$ cat src/rtl/lfsr_ctrl_pkg.sv
// Shared types and constants for the LFSR / parity sequencing controller.
// The LFSR step and the tap-parity helper live here so the core and controller agree.
package lfsr_ctrl_pkg;

  localparam int unsigned LFSR_W = 4;

  // Taps for x^4 + x^3 + 1: feedback is q[3] ^ q[2].
  localparam logic [LFSR_W-1:0] LFSR_TAPS         = 4'b1100;
  localparam logic [LFSR_W-1:0] LFSR_DEFAULT_SEED = 4'b0001;

  typedef enum logic [1:0] {
    IDLE = 2'd0,
    SEED = 2'd1,
    RUN  = 2'd2,
    DONE = 2'd3
  } lfsr_state_t;

  function automatic logic tap_parity(input logic [LFSR_W-1:0] q);
    return ^(q & LFSR_TAPS);
  endfunction

  function automatic logic [LFSR_W-1:0] lfsr_next(input logic [LFSR_W-1:0] q);
    return {q[LFSR_W-2:0], tap_parity(q)};
  endfunction

endpackage

$ cat src/rtl/lfsr4_core.sv
// 4-bit Fibonacci shift register with synchronous load and step enable.
// Load has priority over enable.
module lfsr4_core
  import lfsr_ctrl_pkg::*;
#(
  parameter logic [LFSR_W-1:0] DEFAULT_SEED = LFSR_DEFAULT_SEED
) (
  input  logic              clk,
  input  logic              rst,
  input  logic              load_i,
  input  logic              en_i,
  input  logic [LFSR_W-1:0] seed_i,
  output logic [LFSR_W-1:0] q_o
);

  logic [LFSR_W-1:0] q_q;

  // Shift register state: load a seed or advance one step.
  always_ff @(posedge clk or negedge rst) begin
    if (!rst) begin
      q_q <= DEFAULT_SEED;
    end else if (load_i) begin
      q_q <= seed_i;
    end else if (en_i) begin
      q_q <= lfsr_next(q_q);
    end else begin
      q_q <= q_q;
    end
  end

  assign q_o = q_q;

endmodule

$ cat src/rtl/lfsr_parity_ctrl.sv
// Bounded-run sequencer for the LFSR core with output-bit parity accumulation.
// Defining LFSR_PERIOD_CHECK_EN adds the wrap pulse and period_len capture.
module lfsr_parity_ctrl
  import lfsr_ctrl_pkg::*;
#(
  parameter int unsigned       STEP_W       = 5,
  parameter logic [LFSR_W-1:0] DEFAULT_SEED = LFSR_DEFAULT_SEED
) (
  input  logic              clk,
  input  logic              rst,
  input  logic              start,
  input  logic [LFSR_W-1:0] seed,
  input  logic [STEP_W-1:0] n_steps,
  output logic              busy,
  output logic              done,
  output logic [LFSR_W-1:0] lfsr_q,
  output logic [STEP_W-1:0] cnt,
  output logic              ris_pari_FF,
  output logic              wrap,
  output logic [STEP_W-1:0] period_len
);

  localparam logic [STEP_W-1:0] CNT_ZERO = {STEP_W{1'b0}};
  localparam logic [STEP_W-1:0] CNT_ONE  = {{(STEP_W-1){1'b0}}, 1'b1};

  lfsr_state_t       state_q, state_d;
  logic [STEP_W-1:0] cnt_q, cnt_d;
  logic [STEP_W-1:0] nsteps_q, nsteps_d;
  logic [LFSR_W-1:0] seed_q, seed_d;
  logic              par_q, par_d;
  logic              busy_q, busy_d;
  logic              done_q, done_d;
  logic              lfsr_load_s;
  logic              lfsr_en_s;
  logic [STEP_W-1:0] cnt_inc_s;

  assign cnt_inc_s = cnt_q + CNT_ONE;

  lfsr4_core #(
    .DEFAULT_SEED(DEFAULT_SEED)
  ) u_core (
    .clk    (clk),
    .rst    (rst),
    .load_i (lfsr_load_s),
    .en_i   (lfsr_en_s),
    .seed_i (seed_q),
    .q_o    (lfsr_q)
  );

  // Sequencing FSM, step counter and parity next-state logic.
  always_comb begin
    state_d     = state_q;
    cnt_d       = cnt_q;
    nsteps_d    = nsteps_q;
    seed_d      = seed_q;
    par_d       = par_q;
    lfsr_load_s = 1'b0;
    lfsr_en_s   = 1'b0;
    case (state_q)
      IDLE: begin
        if (start) begin
          // A zero seed would lock the LFSR up, so substitute the default.
          seed_d   = (seed == {LFSR_W{1'b0}}) ? DEFAULT_SEED : seed;
          nsteps_d = n_steps;
          state_d  = SEED;
        end else begin
          state_d  = IDLE;
        end
      end
      SEED: begin
        lfsr_load_s = 1'b1;
        cnt_d       = CNT_ZERO;
        par_d       = 1'b0;
        if (nsteps_q == CNT_ZERO) begin
          state_d = DONE;
        end else begin
          state_d = RUN;
        end
      end
      RUN: begin
        par_d     = par_q ^ lfsr_q[LFSR_W-1];
        lfsr_en_s = 1'b1;
        cnt_d     = cnt_inc_s;
        if (cnt_inc_s == nsteps_q) begin
          state_d = DONE;
        end else begin
          state_d = RUN;
        end
      end
      DONE: begin
        state_d = IDLE;
      end
      default: begin
        state_d = IDLE;
      end
    endcase
    busy_d = (state_d == SEED) || (state_d == RUN);
    done_d = (state_d == DONE);
  end

  // Controller state and registered status outputs.
  always_ff @(posedge clk or negedge rst) begin
    if (!rst) begin
      state_q  <= IDLE;
      cnt_q    <= CNT_ZERO;
      nsteps_q <= CNT_ZERO;
      seed_q   <= DEFAULT_SEED;
      par_q    <= 1'b0;
      busy_q   <= 1'b0;
      done_q   <= 1'b0;
    end else begin
      state_q  <= state_d;
      cnt_q    <= cnt_d;
      nsteps_q <= nsteps_d;
      seed_q   <= seed_d;
      par_q    <= par_d;
      busy_q   <= busy_d;
      done_q   <= done_d;
    end
  end

  assign busy        = busy_q;
  assign done        = done_q;
  assign cnt         = cnt_q;
  assign ris_pari_FF = par_q;

`ifdef LFSR_PERIOD_CHECK_EN
  logic              wrap_q, wrap_d;
  logic [STEP_W-1:0] plen_q, plen_d;

  // Detect a shift that returns the LFSR to the loaded seed; keep the first count.
  always_comb begin
    wrap_d = 1'b0;
    plen_d = plen_q;
    if (state_q == SEED) begin
      plen_d = CNT_ZERO;
    end else if ((state_q == RUN) && (lfsr_next(lfsr_q) == seed_q)) begin
      wrap_d = 1'b1;
      if (plen_q == CNT_ZERO) begin
        plen_d = cnt_inc_s;
      end else begin
        plen_d = plen_q;
      end
    end else begin
      plen_d = plen_q;
    end
  end

  // Wrap pulse and captured period length.
  always_ff @(posedge clk or negedge rst) begin
    if (!rst) begin
      wrap_q <= 1'b0;
      plen_q <= CNT_ZERO;
    end else begin
      wrap_q <= wrap_d;
      plen_q <= plen_d;
    end
  end

  assign wrap       = wrap_q;
  assign period_len = plen_q;
`else
  assign wrap       = 1'b0;
  assign period_len = CNT_ZERO;
`endif

endmodule

$ cat config.mk
export PLATFORM = sky130hd
export DESIGN_NAME = lfsr_parity_ctrl
export DESIGN_NICKNAME = d
export VERILOG_FILES = /design/src/rtl/lfsr_ctrl_pkg.sv /design/src/rtl/lfsr4_core.sv /design/src/rtl/lfsr_parity_ctrl.sv
export SDC_FILE = /design/constraint.sdc
export NUM_CORES = 1
export LEC_CHECK = 0
export BUFFER_PORTS_ARGS = -buffer_cell sky130_fd_sc_hd__buf_4
export CORE_AREA = 2 2 87 47
export DETAILED_ROUTE_END_ITERATION = 8
export DIE_AREA = 0 0 89 49
export PLACE_DENSITY_LB_ADDON = 0.08
export SYNTH_ARGS = -nofsm -noshare
export SYNTH_HDL_FRONTEND = slang
export SYNTH_HIERARCHICAL = 1
export SYNTH_SLANG_ARGS = --single-unit
$ cat constraint.sdc
create_clock -name clk -period 2.4 [get_ports clk]
set_input_delay 0.48 -clock clk [delete_from_list [all_inputs] [get_ports clk]]
set_output_delay 0.48 -clock clk [all_outputs]
set_load 0.03 [all_outputs]
---- Word-level counts from Yosys, hierarchy flattened ----
Index checks and enable logic that the tools add are counted.
word-level totals
  ROM bits ................................ 0
  bits in latches ......................... 0
  RAM bits ................................ 0
  bits in registers ....................... 23
  logic and storage cells ................. 36
  memories ................................ 0
  output and inout port bits .............. 18
operators by class
  bitwise operators ....................... 1
  equal/unequal tests ..................... 7
  multiplexer cells ....................... 11
  shifts and indexed selects .............. 0
  div/mod/pow operators ................... 0
  $mul .................................... 0
  add/sub/neg operators ................... 1
  order comparisons ....................... 0
  reduce and logical (&&, ||, !) cells .... 8
operator list
  kind                                                              number
  4-bit 2-to-1 mux                                                  3
  5-bit one-hot mux with 2 select lines                             1
  2-bit == test (second input constant)                             4
  2-bit one-hot mux with 4 select lines                             1
  5-bit by 1-bit adder with 5-bit output (second input constant)    1
  5-bit == test                                                     1
  5-bit zero test                                                   1
  1-bit 2-to-1 mux                                                  5
  2-bit by 1-bit == test with 1-bit output (second input constant)  2
  4-bit zero test                                                   1
  2-bit nonzero test                                                2
  4-bit XOR reduction                                               1
  2-bit zero test                                                   1
  1-bit one-hot mux with 2 select lines                             1
  2-bit AND reduction                                               1
  1-bit logical OR                                                  1
  1-bit bitwise XOR                                                 1

---- Logic depth before layout (Yosys ltp) ----
Gate-level depths: netlist of run 1.
  depth in word-level cells ............... 6
  depth in mapped cells ................... 7
  depth with buffers taken out ............ 6

---- Hierarchy ----
Netlist of run 1, hierarchy kept.
by module, submodules not included
  module            area each (µm²)  times used  cells an instance
  lfsr_parity_ctrl  1021.0           1           96
  lfsr4_core        197.7            1           18

---- Worst setup path before layout of run 1 ----
Ideal clock, no wire load.
  kind .................................... reg-to-reg
  from .................................... reg cnt_q[0] (netlist: cnt[0])
  to ...................................... reg busy_q (netlist: busy)
  stages on the path, launching flop included .. 6
  setup slack ............................. 344 ps
  required time ........................... 2274 ps
  data arrival time ....................... 1930 ps
  library setup time ...................... 126 ps
  path through ............................ dfrtp_1 ha_1 xor2_1 or3_1 o41ai_1 ha_1
between the ends
  word-level cells in the longest chain between the ends .. 6
  elaborated cells between the ends (all ways) .. 7
  classes of those cells .................. 1 x add/sub; 3 x eq/ne; 2 x mux; 1 x reduce/logical
RTL lines
  element                                                                           RTL line                 RTL
  start, declared                                                                   lfsr_parity_ctrl.sv:27   logic [STEP_W-1:0] cnt_q, cnt_d;
  start signal, assigned                                                            lfsr_parity_ctrl.sv:113  cnt_q <= cnt_d;
  5-bit by 1-bit adder with 5-bit output *                                          lfsr_parity_ctrl.sv:37   assign cnt_inc_s = cnt_q + CNT_ONE;
  5-bit == test *                                                                   lfsr_parity_ctrl.sv:84   if (cnt_inc_s == nsteps_q) begin
  1-bit 2-to-1 mux *                                                                lfsr_parity_ctrl.sv:84
  2-bit one-hot mux with 4 select lines *                                           lfsr_parity_ctrl.sv:59   case (state_q)
  2-bit by 1-bit == test with 1-bit output / 2-bit == test (equally long branches)  lfsr_parity_ctrl.sv:97   busy_d = (state_d == SEED) || (state_d == RUN);
  1-bit logical OR *                                                                lfsr_parity_ctrl.sv:97
  named net busy_d                                                                  lfsr_parity_ctrl.sv:31   logic busy_q, busy_d;
  end signal, assigned                                                              lfsr_parity_ctrl.sv:117  busy_q <= busy_d;
  end, declared                                                                     lfsr_parity_ctrl.sv:31
The timed path passes the listed nets; every way through them passes the cells marked *.
A chain may end at the register's enable or synchronous reset.

---- Worst setup path in the final report of run 1 ----
Ends and elaborated chain as after synthesis.

==> metrics.md, run 1 <==
| Metric | Value |
|---|---|
| Status | complete, no violations |
| Setup repair after global routing missed its margin | no |
| Library cell contributing the largest single delay on the critical path | dfrtp_1 |
| Number of global-route vias before repair | 779 |
| Pin count of the biggest net entering global routing | 24 |
| Part of the Yosys area used for sequential elements | between 40% and 50% |
| Starting Density | between 30% and 40% |
| Count of flip-flops with a built-in enable after synthesis | 0 |
| Antenna violations before repair | 0 |
| Count of antenna diodes in the layout | 0 |
| Count of final max-slew check failures | 0 |
| Post-synth top flop | dfrtp_1 |
| Number of buffers created by CTS | 3 |
| Setup violations, final | 0 |
| Commonest cells in the synthesized netlist | dfrtp_1, nand2_1 |
| Longest Clk Path Bufs | 2 |
| Highest ir drop seen on vdd | 0.316 mV |
| Vertical die dimension | 49 microns |
| Residual DRC | 0 |
| Beginning of the worst register-to-register path | cnt[0]$_DFFE_PN0P_ |
| Layout-stage area growth over the synthesis result | 21.5% |
| Stage delay of the slowest cell on the critical path | 460 ps |
| First DRT Iteration DRCs | 35 |
| First-pass GRT wire length | 3.93 mm |
| I/O pin total | 30 |
| Clk sink count | 23 |
| Share of layout cells above drive strength 1 | roughly a quarter |
| Kind of critical path | reg -> reg |
| Setup TNS | 0 ps |
| Die outline width | 89 microns |
| DRT antenna net count | 0 |
| Clock transition at path regs | 80 ps |
| Cell type with the highest aggregate area in the netlist | dfrtp_1 |
| Most used cell, CP | ha_1 |
| Floorplan core area | 3680 sq um |
| Crit start category | flip-flop |
| Synth Warn # | 6 |
| Area enclosed by the die boundary | 4360 sq um |
| Library cells used by synthesis | 35 |
| Async SR Flop Fraction | 100% |
| Max Fclk | ~460 MHz |
| Number of synthesized register bits | 23 |
| Worst reg-to-reg setup slack | 240 ps |
| Area after DPL | 1430 sq um |
| Row cnt | 16 |
| Sum of overflow across all layers after global routing | 0 |
| Final Non-Filler Cells | about 190 |
| Final Instance Area | 1480 sq um |
| Share of the synthesized area in the top cell type | a little over two fifths |
| Number of nets in the final layout | 158 |
| Total Wirelength | 2.52 mm |
| Pwr dens | 1270 nW/um^2 |
| Type of the tightest min-delay check | in -> async |
| Fin Clk Skew | 3.48 ps |
| Clock tree from TritonCTS | done |
| Buffers plus inverters on the worst setup path | 0 |
| Number of instances resized during post-cts repair | 0 |
| Routed len/inst | 13.0 microns |
| Root Buffer | clkbuf_8 |
| Vias | roughly 880 |
| Gp weighted congestion | 0.757 |
| Path depth of the worst reg2reg path | 5 |
| Number of input and output port buffers inserted | 23 |
| Cell type group with the largest total delay on the critical path | adder cells |
| Average size of a mapped cell | 10.7 sq um |
| # Post-CTS Setup Buffers | 0 |
| Placed wire-length estimate | 1.94 mm |
| Vias/cell | about 4.6 |
| Final worst path period share | about 90% |
| Nature of the critical path endpoint | flip-flop |
| Worst Path Arrival | between 2000 and 2500 ps |
| Leading cell types by total area after synthesis | dfrtp_1, ha_1, mux2i_1 |
| Number of endpoints with negative hold slack in the final report | 0 |
| Pre-antenna DRT Iters | 4 |
| Syn Std Cell Area | 1220 sq um |
| Total power of the final layout | 1.87 mW |
| Synthesized netlist cell count | 114 |
| Worst-path fanout max | 7 |
| Placed instance count | approximately 190 |
| Min cycle time layout | 2160 ps |
| Terminus of the critical flop-to-flop path | busy$_DFF_PN0_ |
| Source-to-sink clock delay at the later pin of the worst-skew pair | 270 ps |
| Combined global-route utilization of all metal layers | 12.0% |
| Count of hold buffers inserted by post-cts repair | 0 |
| Cell with the most instances after synthesis | dfrtp_1 |
| # Max-Cap Violations | 0 |
| Required time at the worst-slack endpoint | 2560 ps |
| H-tree Lvls | 1 |
| Critical-path cell list | ha_1, xor2_1, or3_1, o41ai_1, ha_1 |
| Leakage | 0.674 nW |
registers in the layout, summed over array words and instances (netlist names):
register     cells
busy             1
cnt              5
done             1
nsteps_q         5
ris_pari_FF      1
seed_q           4
state_q          2
u_core/q_o       4
metal layers:
layer	routed length, microns	GRT usage, %	up-vias
met5	0	0	-
met4	10	3.73	0
met3	149	4.06	2
met2	1060	15.7	30
met1	1300	18.4	415
li1	-	-	435
area by class of cell:
| type | count | area, sq um |
|---|---|---|
| flip-flops and latches | 23 | 578 |
| well taps | 54 | 67.6 |
| multi-input cells | 82 | 583 |
| fillers | 394 | 2200 |
| repair buffers | 24 | 180 |
| clock buffers | 3 | 41.3 |
| inverters | 6 | 22.5 |
| clock inverters | 1 | 7.51 |
worst max-delay path by stage:
stage | cells after the start | endpoint | slack (ps) | start
6_report | 5 | busy$_DFF_PN0_ | 240 | cnt[0]$_DFFE_PN0P_
5_1_grt | 5 | busy$_DFF_PN0_ | 170 | cnt[0]$_DFFE_PN0P_
4_1_cts | 5 | busy$_DFF_PN0_ | 210 | cnt[0]$_DFFE_PN0P_
3_5_place_dp | 5 | busy$_DFF_PN0_ | 240 | cnt[0]$_DFFE_PN0P_
3_3_place_gp | 5 | busy$_DFF_PN0_ | 390 | cnt[0]$_DFFE_PN0P_
2_1_floorplan | 5 | busy$_DFF_PN0_ | 340 | cnt[0]$_DFFE_PN0P_
through the flow:
step	setup slack [ps]	hold slack [ps]	util, %
floorplan	344	184	-
global placement	389	392	38.9
detailed placement	235	396	38.9
CTS	210	94.9	40.2
global route	169	98.9	40.2
finish	243	90.5	40.2
worst register-to-register path, stage by stage (launching register included):
cell and delay, ps:
dfrtp_1 460, ha_1 350, xor2_1 140, or3_1 330
o41ai_1 450, ha_1 310
where the power goes:
part / internal (mW) / switching, mW / total [mW]
registers: 0.564 / 0.163 / 0.727
logic: 0.388 / 0.511 / 0.899
clock network: 0.118 / 0.130 / 0.247
logic make-up after synthesis:
| group | share of synthesized area [%] |
|---|---|
| and+or+nand+nor | 14.0 |
| DFF | 47.4 |
| AOI/OAI and AO/OA | 9.96 |
| muxes | 12.3 |
| buffers and inverters | 6.26 |
| adders and majority gates | 6.16 |
| xor gates and xnor gates | 3.59 |
| other | 0.308 |
cells in the final DEF, fill, tap and decap left out, types with 2 or more instances in the layout:
cell type  count
mux2i_1        6
dfrtp_1       21
o21ai_0        6
xor2_1         2
nor3_1         2
dfstp_2        2
o21ai_1        3
conb_1         6
nand2b_1       4
mux2_1         4
xnor2_1        3
nor2_1         2
nand3_1        4
buf_4         24
mux2_2         4
nand2_1       13
clkbuf_8       3
a21oi_1        3
o41ai_1        2
inv_1          5
ha_1           6
No activity file was read; power rests on OpenSTA's default activity.
==> run 2, diff against run 1 <==
- SYNTH_HIERARCHICAL: 1 -> not set
==> run 2 against run 1 <==
Effect of this change:
- sequential share of layout area is 0.64 points higher
- combinational power grew 4.3%
- clock power is 5% lower
- global-route usage up 0.89 points
- core utilization decreased by 0.65 points
- cell count decreased by 1.0%
- hold slack gained 8.1 ps
- clock skew is 0.70 ps higher
- worst setup slack better by 130 ps
- register-to-register slack improved by 130 ps
- routed wire length down 1.7%
- maximum frequency rose by 6.6%
- critical endpoint unchanged
- largest cell class is now registers
- largest power group unchanged
==> metrics.md, run 2 <==
| Metric | Value |
|---|---|
| Status | complete, no violations |
| Placed wire-length estimate | 1.90 mm (-1.7%) |
| Startpoint of the most critical setup path | cnt[0]$_DFFE_PN0P_ |
| I/O pin total | 30 (unchanged) |
| Pin count of the biggest net entering global routing | 24 (unchanged) |
| Cell type group with the largest total delay on the critical path | adder cells |
| Critical-path cell list | ha_1, xor2_1, or3_4, o41ai_1, ha_1 |
| Highest ir drop seen on vdd | 0.392 mV (+24%) |
| Final Instance Area | 1460 sq um (-1.6%) |
| Number of buffers created by CTS | 3 (unchanged) |
| Area after DPL | 1410 sq um (-1.4%) |
| Tightest Pin Transition | 608 ps |
| Floorplan core area | 3680 sq um (unchanged) |
| Max Fclk | 494 MHz (+6.6%) |
| Crit start category | flip-flop |
| Post-synth top flop | dfrtp_1 |
| First DRT Iteration DRCs | 33 (-5.7%) |
| Gp weighted congestion | 0.810 (+7.0%) |
| Worst reg-to-reg setup slack | 380 ps (+130 ps) |
| Longest Clk Path Bufs | 2 (unchanged) |
| Pwr dens | 1310 nW/um^2 (+3.8%) |
| Antenna violations before repair | 0 (unchanged) |
| Min cycle time layout | 2020 ps (-134 ps) |
| Average size of a mapped cell | 10.6 sq um (-0.97%) |
| Required time at the worst-slack endpoint | 2550 ps (about the same) |
| Number of global-route vias before repair | 815 (+4.6%) |
| Routed len/inst | 13.0 microns (-0.68%) |
| Number of nets in the final layout | 156 (-1.3%) |
| Worst Path Arrival | 2170 ps (-140 ps) |
| Number of synthesized register bits | 23 (unchanged) |
| # Max-Cap Violations | 0 (unchanged) |
| First-pass GRT wire length | 4.18 mm (+6.3%) |
| Setup repair after global routing missed its margin | no |
| Count of flip-flops with a built-in enable after synthesis | 0 (unchanged) |
| Buffers plus inverters on the worst setup path | 0 (unchanged) |
| Most used cell, CP | ha_1 |
| Part of the Yosys area used for sequential elements | 47.5% (+0.049 points) |
| Row cnt | 16 (unchanged) |
| Fin Clk Skew | 4.18 ps (+0.703 ps) |
| Commonest cells in the synthesized netlist | dfrtp_1, nand2_1, mux2_2, buf_4, o21ai_0 |
| Residual DRC | 0 (unchanged) |
| Total Wirelength | 2.48 mm (-1.7%) |
| Vias/cell | 4.59 (+0.36%) |
| DRT antenna net count | 0 (unchanged) |
| Cell with the most instances after synthesis | dfrtp_1 |
| Clock tree from TritonCTS | done |
| Most frequent cells in the layout | buf_4, dfrtp_1, nand2_1 |
| Total power of the final layout | 1.91 mW (+2.1%) |
| Share of layout cells above drive strength 1 | 28.5% (+1.8 points) |
| Nature of the critical path endpoint | flip-flop |
| Beginning of the worst register-to-register path | cnt[0]$_DFFE_PN0P_ |
| Vertical die dimension | 49 microns (unchanged) |
| Count of final max-slew check failures | 0 (unchanged) |
| Async SR Flop Fraction | 100% (unchanged) |
| Number of input and output port buffers inserted | 23 (unchanged) |
| Combined global-route utilization of all metal layers | 12.9% (+0.89 points) |
| Number of instances resized during post-cts repair | 0 (unchanged) |
| Root Buffer | clkbuf_8 |
| Commonest non-fill, non-tap cell in the layout | buf_4 |
| H-tree Lvls | 1 (unchanged) |
| Area enclosed by the die boundary | 4360 sq um (unchanged) |
| Synthesized netlist cell count | 115 (+0.88%) |
| Starting Density | 33.1% (-0.034 points) |
| Vias | 876 (-0.68%) |
| Leakage | 0.656 nW (-2.6%) |
| Clk sink count | 23 (unchanged) |
| Library cell contributing the largest single delay on the critical path | dfrtp_1 |
| Share of the synthesized area in the top cell type | 43.2% (+0.044 points) |
| Die outline width | 89 microns (unchanged) |
| Count of antenna diodes in the layout | 0 (unchanged) |
| Layout-stage area growth over the synthesis result | 19.6% |
| Leading cell types by total area after synthesis | dfrtp_1, mux2_2, ha_1 |
| Synth Warn # | 0 (-6) |
| # Post-CTS Setup Buffers | 0 (unchanged) |
| Number of endpoints with negative hold slack in the final report | 0 (unchanged) |
| Sum of overflow across all layers after global routing | 0 (unchanged) |
| Kind of critical path | reg -> reg |
| Type of the tightest min-delay check | in -> async |
| Setup TNS | 0 ps (unchanged) |
| Clock transition at path regs | 80 ps (about the same) |
| Setup violations, final | 0 (unchanged) |
| Cell type with the highest aggregate area in the netlist | dfrtp_1 |
| Post-layout util | 39.5% (-0.65 points) |
| Library cells used by synthesis | 31 (-11%) |
| Source-to-sink clock delay at the later pin of the worst-skew pair | 260 ps (about the same) |
| Worst-path fanout max | 7 (unchanged) |
| Pre-antenna DRT Iters | 4 (unchanged) |
| Count of hold buffers inserted by post-cts repair | 0 (unchanged) |
| Final worst path period share | 84.3% (-5.6 points) |
| Stage delay of the slowest cell on the critical path | 460 ps (about the same) |
| Syn Std Cell Area | 1220 sq um (-0.10%) |
| Headroom to the max-slew limit | 59.5% |
run 2: cell count changes after synthesis, sizes merged, moves of 2 or more:
| cell | previous run | this run |
|---|---|---|
| o21ai | 9 | 7 |
| a21oi | 3 | 6 |
| nand2 | 13 | 10 |
| nor2 | 2 | 5 |
run 2: layout make-up:
cell class	count	area (sq um)
fillers	380	2230
flip-flops and latches	23	578
multi-input cells	81	571
repair buffers	23	173
well taps	54	67.6
clock buffers	4	45.0
inverters	6	22.5
run 2: final timing paths:
| check | cells after the start | end |
|---|---|---|
| max in group asynchronous | 1 | seed_q[0]$_DFFE_PN1P_ |
| min in group clk | 2 | nsteps_q[3]$_DFFE_PN0P_ |
| setup reg to reg | 5 | busy$_DFF_PN0_ |
| hold / removal | 1 | nsteps_q[0]$_DFFE_PN0P_ |
| setup / recovery | 5 | busy$_DFF_PN0_ |
| hold reg to reg | 2 | seed_q[0]$_DFFE_PN1P_ |
run 2: layer usage:
| layer | vias up | wire length (microns) | global-route usage (%) |
|---|---|---|---|
| met2 | 24 | 976 | 16.3 |
| li1 | 430 | - | - |
| met1 | 420 | 1360 | 20.4 |
| met5 | - | 0 | 0 |
| met4 | 0 | 14 | 3.73 |
| met3 | 2 | 120 | 4.23 |
run 2: logic make-up (layout without fill, tap and decap cells):
| family | Yosys count | after routing | share of synthesized area, % |
|---|---|---|---|
| other cells | 1 | 6 | 0.308 |
| mux | 15 | 15 | 13.3 |
| simple gates | 30 | 30 | 12.6 |
| buf+inv | 16 | 33 | 7.19 |
| compound gates | 19 | 19 | 9.35 |
| flops | 23 | 23 | 47.5 |
| fa+ha+maj | 6 | 6 | 6.17 |
| xor+xnor | 5 | 5 | 3.60 |
run 2: report_power, final:
part | total [mW] | internal (mW) | switching [mW]
clock | 0.234 | 0.118 | 0.116
sequential | 0.741 | 0.570 | 0.171
combinational | 0.938 | 0.409 | 0.529
run 2: stage by stage:
stage | hold WS (ps) | cells | setup WS, ps
global placement | 392 | 187 | 399
finish | 98.6 | 191 | 377
CTS | 110 | 191 | 360
detailed placement | 397 | 187 | 370
global route | 109 | 191 | 243
floorplan | 184 | 120 | 336
